<file path="config.mk">
export PLATFORM = sky130hd
export DESIGN_NAME = pwm_ramp_sched
export DESIGN_NICKNAME = d
export VERILOG_FILES = /design/src/rtl/pwm_ramp_sched.sv
export SDC_FILE = /design/constraint.sdc
export NUM_CORES = 1
export LEC_CHECK = 0
export CELL_PAD_IN_SITES_DETAIL_PLACEMENT = 0
export CELL_PAD_IN_SITES_GLOBAL_PLACEMENT = 1
export CORE_ASPECT_RATIO = 2
export CORE_MARGIN = 2
export CORE_UTILIZATION = 40
export CTS_BUF_LIST = sky130_fd_sc_hd__clkbuf_16
export CTS_CLUSTER_DIAMETER = 150
export CTS_CLUSTER_SIZE = 28
export DETAILED_ROUTE_END_ITERATION = 7
export GPL_TIMING_DRIVEN = 0
export PLACE_DENSITY_LB_ADDON = 0.05
export SLEW_MARGIN = 0
export SYNTH_ARGS = -nofsm -noshare
export SYNTH_HDL_FRONTEND = slang
export SYNTH_SLANG_ARGS = --single-unit
</file>
<file path="constraint.sdc">
create_clock -name CLK -period 11.2 [get_ports CLK]
set_clock_uncertainty 0.05 [all_clocks]
set_input_delay 2.24 -clock CLK [delete_from_list [all_inputs] [get_ports CLK]]
set_output_delay 2.24 -clock CLK [all_outputs]
set_load 0.01 [all_outputs]
</file>
<file path="src/rtl/pwm_ramp_sched.sv">
// Duty-ramp scheduler: walks each PWM channel's live duty toward min(target, period)
// in bounded steps, using one shared add/compare datapath scanned round-robin.
module pwm_ramp_sched #(
    parameter int NCH = 4,
    parameter int DW  = 28,
    parameter int SW  = 16,
    parameter int TW  = 24
) (
    input  logic              CLK,
    input  logic              RST_N,
    input  logic              EN,
    input  logic [TW-1:0]     TICK_DIV,
    input  logic [SW-1:0]     STEP,
    input  logic [NCH*DW-1:0] TGT_DUTY,
    input  logic [NCH*DW-1:0] PERIOD,
    output logic [NCH*DW-1:0] DECODE,
    output logic [NCH-1:0]    BUSY,
    output logic              SETTLED
);

    localparam int IW = (NCH > 1) ? $clog2(NCH) : 1;

    typedef enum logic [0:0] {
        IDLE = 1'b0,
        SCAN = 1'b1
    } state_t;

    state_t              state_q, state_d;
    logic [IW-1:0]       idx_q, idx_d;
    logic                pending_q, pending_d;
    logic [TW-1:0]       cnt_q, cnt_d;
    logic [NCH*DW-1:0]   decode_q, decode_d;
    logic                any_busy_q, settled_q, settled_d;

    logic                tick_s, wr_en_s;
    logic [DW-1:0]       eff_tgt_s [NCH];
    logic [NCH-1:0]      busy_s;
    logic [DW-1:0]       cur_s, tgt_s, new_s;
    logic [DW:0]         up_diff_s, dn_diff_s, step_ext_s;

    // Effective target is the duty clamped to the period; busy while not there yet.
    always_comb begin
        for (int i = 0; i < NCH; i++) begin
            if (TGT_DUTY[i*DW +: DW] < PERIOD[i*DW +: DW]) begin
                eff_tgt_s[i] = TGT_DUTY[i*DW +: DW];
            end else begin
                eff_tgt_s[i] = PERIOD[i*DW +: DW];
            end
            busy_s[i] = (decode_q[i*DW +: DW] != eff_tgt_s[i]);
        end
    end

    assign tick_s = EN && (cnt_q == TICK_DIV);

    // Prescaler next state: free-runs while enabled, parked at zero otherwise.
    always_comb begin
        cnt_d = cnt_q;
        if (!EN) begin
            cnt_d = {TW{1'b0}};
        end else if (tick_s) begin
            cnt_d = {TW{1'b0}};
        end else begin
            cnt_d = cnt_q + {{(TW-1){1'b0}}, 1'b1};
        end
    end

    // Shared step datapath for the channel currently under scan.
    always_comb begin
        cur_s      = decode_q[idx_q*DW +: DW];
        tgt_s      = eff_tgt_s[idx_q];
        step_ext_s = {{(DW+1-SW){1'b0}}, STEP};
        up_diff_s  = {1'b0, tgt_s} - {1'b0, cur_s};
        dn_diff_s  = {1'b0, cur_s} - {1'b0, tgt_s};
        new_s      = cur_s;
        if (cur_s == tgt_s) begin
            new_s = cur_s;
        end else if (STEP == {SW{1'b0}}) begin
            new_s = tgt_s;
        end else if (cur_s < tgt_s) begin
            new_s = (up_diff_s <= step_ext_s) ? tgt_s : cur_s + step_ext_s[DW-1:0];
        end else begin
            new_s = (dn_diff_s <= step_ext_s) ? tgt_s : cur_s - step_ext_s[DW-1:0];
        end
    end

    // Scan FSM: a tick during a scan is remembered once and restarts the scan without a gap.
    always_comb begin
        state_d   = state_q;
        idx_d     = idx_q;
        pending_d = pending_q;
        wr_en_s   = 1'b0;
        if (!EN) begin
            state_d   = IDLE;
            idx_d     = {IW{1'b0}};
            pending_d = 1'b0;
        end else begin
            case (state_q)
                IDLE: begin
                    if (tick_s) begin
                        state_d = SCAN;
                        idx_d   = {IW{1'b0}};
                    end else begin
                        state_d = IDLE;
                    end
                end
                SCAN: begin
                    wr_en_s = 1'b1;
                    if (idx_q == IW'(NCH-1)) begin
                        idx_d     = {IW{1'b0}};
                        pending_d = 1'b0;
                        if (pending_q || tick_s) begin
                            state_d = SCAN;
                        end else begin
                            state_d = IDLE;
                        end
                    end else begin
                        idx_d     = idx_q + {{(IW-1){1'b0}}, 1'b1};
                        pending_d = pending_q | tick_s;
                    end
                end
                default: begin
                    state_d   = IDLE;
                    idx_d     = {IW{1'b0}};
                    pending_d = 1'b0;
                end
            endcase
        end
    end

    // Duty write-back and settle-edge detection.
    always_comb begin
        decode_d = decode_q;
        if (wr_en_s) begin
            decode_d[idx_q*DW +: DW] = new_s;
        end else begin
            decode_d = decode_q;
        end
        settled_d = any_busy_q & ~(|busy_s);
    end

    // State registers.
    always_ff @(posedge CLK or negedge RST_N) begin
        if (!RST_N) begin
            state_q    <= IDLE;
            idx_q      <= {IW{1'b0}};
            pending_q  <= 1'b0;
            cnt_q      <= {TW{1'b0}};
            decode_q   <= {(NCH*DW){1'b0}};
            any_busy_q <= 1'b0;
            settled_q  <= 1'b0;
        end else begin
            state_q    <= state_d;
            idx_q      <= idx_d;
            pending_q  <= pending_d;
            cnt_q      <= cnt_d;
            decode_q   <= decode_d;
            any_busy_q <= |busy_s;
            settled_q  <= settled_d;
        end
    end

    assign DECODE  = decode_q;
    assign BUSY    = busy_s;
    assign SETTLED = settled_q;

endmodule

</file>
==> results by group, run 1 <==
Outcome
  • Status: did not finish
  • Failed at: global routing (5_1_grt)
  • First Err: [ERROR GRT-0116] Global routing finished with congestion. Check the congestion regions in the DRC Viewer.

Logic synthesis
  • FF+latch count, synth: 142
  • Top FF cell, synth: dfrtp_1
  • Register area share after synthesis: 17.14%
  • Ys async rst share: 100.0%
  • Post-Syn Area per Cell: 7.729 um^2
  • Post-synth top area cell: dfrtp_1
  • Ys Warns: 0
  • Share of the synthesized area in the top cell type: 17.14%
  • Synth Cell Area: 0.02074 mm^2
  • Mapped Cells: 2,683
  • Post-synthesis cell type count: 97
  • Post-synth EDFFs: 0
  • Syn nets: 3,190
  • Synth area leaders: dfrtp_1 (17%), ha_1 (14%), a21oi_1 (5.8%), mux4_2 (5.2%), xnor2_1 (4.9%)

Floorplan
  • # IOs: 384
  • Die X-Extent: 165 um
  • Cell row count: 118
  • Die Height: 326.0 um
  • Initial core utilization: 40.25%

Placed design
  • Final HPWL DP: 117,900 um
  • Worst slack, placed: -4.836 ns
  • Placed cell areas: 0.02544 mm^2
  • Gpl congestion: 1.218
  • Buffers on Ports: 382

Clocking
  • CTS max path bufs: 2
  • CTS buffer count: 17
  • H-tree depth: 4
  • Hold Buf Count CTS: 0
  • CTS root buffer: clkbuf_16
  • # clock sinks: 142

GRT
  • First-pass GRT wire length: 234,400 um
  • Largest net degree at the start of global routing: 85
  • GRT overflow: 89
  • Number of global-route vias before repair: 29,750
  • Total Routing Usage GR: 61.37%
## synthesized netlist by cell type, types with 7 or more instances
cell	instances
nor3_1	52
mux2i_1	52
o221ai_1	31
nand2b_1	18
or3_1	19
a22o_1	14
and3_1	27
nand3_1	62
ha_1	236
a2bb2oi_1	9
clkbuf_1	110
and4_1	9
o21bai_1	20
a221o_1	13
a21boi_0	8
mux4_2	48
inv_1	226
a31oi_1	23
buf_1	9
o22ai_1	13
nor2b_1	16
a211o_1	7
o21ai_1	16
o211ai_1	17
o31ai_1	21
o2111ai_1	7
or4_1	11
a22oi_1	24
a21o_1	60
nand4_1	75
nand2_1	223
xnor2_1	116
mux2_2	9
nor2_1	251
o21a_1	16
nor4_1	42
a211oi_1	15
dfrtp_1	142
o21ai_0	140
and2_1	7
a21oi_1	240
a221oi_1	11
xor2_1	97
## layer usage
layer	GRT overflow	global-route usage [%]
met1	0	55.56
met2	42	86.46
met3	0	38.25
met4	47	69.07
met5	0	2.690
## stage by stage
step           utilization [%]  cells  hold slack [ns]
4_1_cts                  53.70   3806           0.4336
3_5_place_dp             49.36   3727           0.4230
3_3_place_gp             49.27   3725           0.4140
2_1_floorplan                -   2683           0.3981
## cell families after synthesis
family	Yosys count	synth area share, %
adders and majority gates	240	14.63
buffers and inverters	356	6.595
muxes	110	8.266
xor gates and xnor gates	213	8.996
DFF	142	17.14
and+or+nand+nor	841	19.41
AOI/OAI and AO/OA	781	24.97
## timing repair
| item | 4_1_cts |
|---|---|
| resized for setup | 258 |
| setup endpoints to repair | 112 |
| buffers inserted | 54 |
| pin swaps | 42 |
==> run 2: changes to the inputs <==
- CELL_PAD_IN_SITES_DETAIL_PLACEMENT: 0 -> not set
- CELL_PAD_IN_SITES_GLOBAL_PLACEMENT: 1 -> not set
- CORE_ASPECT_RATIO: 2 -> not set
- CTS_BUF_LIST: sky130_fd_sc_hd__clkbuf_16 -> not set
- CTS_CLUSTER_DIAMETER: 150 -> not set
- CTS_CLUSTER_SIZE: 28 -> not set
- PLACE_DENSITY_LB_ADDON: 0.05 -> 0.15
==> results by group, run 2 <==
Power
  • Leakage power: 11.70 nW
  • Internal power: 1.285 mW
  • Logic pwr share: 51.8%
  • Peak supply drop: 0.1204 mV
  • Clock share of power: 25.5%
  • Sequential power share: 22.7%
  • Pwr Total: 2.351 mW
  • Pwr Density: 86.83 mW/mm^2
  • Sw Pwr: 1.066 mW
  • Switching share of power: 45.34%

Placed design
  • Buffers on Ports: 382 (unchanged)
  • Placed cell areas: 0.02544 mm^2 (about the same)
  • Worst slack, placed: -3.068 ns (+1.768 ns)
  • Final HPWL DP: 100,700 um (-15%)
  • Gpl congestion: 1.075 (-12%)

Logic synthesis
  • Most instantiated cells after synthesis: nor2_1 (251), a21oi_1 (240), ha_1 (236)
  • Post-synth top area cell: dfrtp_1
  • Share of the synthesized area in the top cell type: 17.14% (unchanged)
  • Post-Syn Area per Cell: 7.729 um^2 (unchanged)
  • Ys Warns: 0 (unchanged)
  • Syn nets: 3,190 (unchanged)
  • Post-synth EDFFs: 0 (unchanged)
  • Mapped Cells: 2,683 (unchanged)
  • Synth Cell Area: 0.02074 mm^2 (unchanged)
  • Ys async rst share: 100.0% (unchanged)
  • Register area share after synthesis: 17.14% (unchanged)
  • Top FF cell, synth: dfrtp_1
  • Post-synthesis cell type count: 97 (unchanged)
  • Synth area leaders: dfrtp_1 (17%), ha_1 (14%), a21oi_1 (5.8%), mux4_2 (5.2%), xnor2_1 (4.9%)
  • FF+latch count, synth: 142 (unchanged)
  • Most frequent cell after synthesis: nor2_1

Clocking
  • CTS buffer count: 17 (unchanged)
  • CTS max path bufs: 2 (unchanged)
  • # clock sinks: 142 (unchanged)
  • Hold Buf Count CTS: 0 (unchanged)
  • CTS root buffer: clkbuf_16
  • CTS tree: yes
  • Clk_lat worst skew: 0.45 ns
  • H-tree depth: 4 (unchanged)
  • Clk slew on worst S/H paths: 0.07 ns

GRT
  • Largest net degree at the start of global routing: 78
  • Met3 GRT Util: 13.06%
  • Initial antenna violation count: 4
  • GR met1 Demand/Resource: 55.93%
  • First-pass GRT wire length: 169,200 um
  • Number of global-route vias before repair: 24,060
  • Gr busiest metal: met2
  • Total Routing Usage GR: 43.53%
  • GRT overflow: 0
  • GR Layer Usage met2: 65.70%

Final layout
  • Commonest non-fill, non-tap cell in the layout: clkdlybuf4s50_1
  • Most frequent cells in the layout: clkdlybuf4s50_1 (381), nor2_1 (239), ha_1 (228)
  • Share of cells above drive strength 1: 9.326%
  • Area added between synthesis and finish: 30.55%
  • Final core utilization: 52.77%
  • Max reg flops: 112
  • Final Net Count: 3,625
  • Finished Cell Area: 0.02707 mm^2
  • Fillers: 5,027

STA
  • Setup-failing EPs final: 0
  • Final hold violation count: 0
  • Final slew viol count: 0
  • Worst Tran Pin Value: 1.198 ns
  • Hold_ws: 0.4305 ns
  • Fin crit share: 99.03%
  • Fmax: 90.16 MHz
  • Final period demand of the worst path: 11.09 ns
  • Slew headroom: 18.99%
  • Worst setup margin: 0.1087 ns

Floorplan
  • Initial core utilization: 40.42% (+0.18 points)
  • Cell row count: 83 (-30%)
  • DIE AREA: 0.05368 mm^2
  • Die X-Extent: 231.7 um (+40%)
  • # IOs: 384 (unchanged)
  • Core Box Area: 0.05130 mm^2
  • Die Height: 231.7 um (-29%)

Critical path
  • CP dominant cell by count: ha_1
  • Req. time, crit path: 11.53 ns
  • Cell family with most CP delay: compound AO/OA/AOI/OAI gates
  • CP endpoint kind: flop
  • Critical Path AT: 11.43 ns
  • Critical path's slowest cell: clkdlybuf4s50_1
  • CP Launch Type: primary input
  • Crit-path max FO: 10
  • CP max stage delay: 0.60 ns
  • CP bufs+invs: 8
  • CP Class: primary input to flop

Routing
  • Detail Route Antenna Nets: 0
  • DRT Wirelength: 120,900 um
  • Average wire per cell in the routed design: 31.68 um
  • Via Count: 25,470
  • Drt first pass iters: 7
  • Vias per cell: 6.675
  • Initial drt markers: 3,566
  • DR DRC count: 0

Job
  • Max-Cap Viols: 0

Hold path
  • Min-Delay Path Class: flop to flop

Outcome
  • Status: finished, final reports clean
[run 2: worst paths after layout]
| check | start | endpoint | slack, ns | cells past startpoint |
|---|---|---|---|---|
| setup / recovery | PERIOD[22] | DECODE[46]$_DFFE_PN0P_ | 0.11 | 38 |
| hold / removal | any_busy_q$_DFF_PN0_ | SETTLED$_DFF_PN0_ | 0.43 | 2 |
| setup reg to reg | idx_q[0]$_DFFE_PN0P_ | DECODE[46]$_DFFE_PN0P_ | 0.30 | 36 |
| hold reg to reg | any_busy_q$_DFF_PN0_ | SETTLED$_DFF_PN0_ | 0.43 | 2 |
| max in group asynchronous | RST_N | DECODE[47]$_DFFE_PN0P_ | 8.50 | 2 |
| min in group asynchronous | RST_N | cnt_q[7]$_DFF_PN0_ | 1.77 | 1 |
[run 2: power by group through the flow]
stage | Clock [mW] | Combinational, mW | Sequential (mW)
finish | 0.599 | 1.22 | 0.534
global route | 0.621 | 1.28 | 0.533
CTS | 0.600 | 1.13 | 0.531
detailed placement | 0 | 1.08 | 0.542
global placement | 0 | 1.07 | 0.542
floorplan | 0 | 0.631 | 0.535
[run 2: metrics by stage]
| step | cells | TNS (ns) |
|---|---|---|
| detailed placement | 3746 | -287.01 |
| CTS | 3795 | 0 |
| global placement | 3745 | -297.45 |
| finish | 3816 | 0 |
| floorplan | 2683 | 0 |
| global route | 3811 | -0.01472 |
[run 2: cell families (layout without fill, tap and decap cells)]
group | count (synthesis) | count (layout) | synth area share, %
AOI/OAI and AO/OA | 781 | 781 | 24.97
xor gates and xnor gates | 213 | 213 | 8.996
adders and majority gates | 240 | 240 | 14.63
buffers and inverters | 356 | 803 | 6.595
DFF | 142 | 142 | 17.14
muxes | 110 | 110 | 8.266
other | 0 | 5 | 0
and+or+nand+nor | 841 | 842 | 19.41
[run 2: timing repair]
action,CTS,global route
endpoints found under the setup margin,112,112
buffers inserted,21,19
pin swaps,13,20
gates resized for setup,96,91
cloned,0,1
[run 2: final cells by class]
| type | count | area, um^2 | area share, % |
|---|---|---|---|
| Antenna cell | 5 | 12.51 | 0.04621 |
| Buffer | 119 | 531.8 | 1.964 |
| Clock buffer | 17 | 425.4 | 1.571 |
| Clock inverter | 15 | 203.9 | 0.7533 |
| Inverter | 229 | 862.1 | 3.184 |
| Multi-Input combinational cell | 2186 | 16450 | 60.77 |
| Sequential cell | 142 | 3553 | 13.13 |
| Tap cell | 680 | 850.8 | 3.143 |
| Timing Repair Buffer | 423 | 4182 | 15.45 |
[run 2: routing by layer]
metal  up-vias  wire length (um)
met5         -                13
met4         2              7584
met3       427             15760
met2      1968             50970
met1     12370             46570
li1      10710                 -
[run 2: worst register-to-register path, delay by kind of cell, from the launching register on]
kind                     cells  cell delay [ns]
AO/OA/AOI/OAI               18             4.08
XOR/XNOR                     1             0.17
adder cells (fa/ha/maj)      2             0.52
buffers and inverters        9             4.62
flip-flops                   1             0.44
AND/OR/NAND/NOR              6             0.95
(Power assumes the default switching activity.)
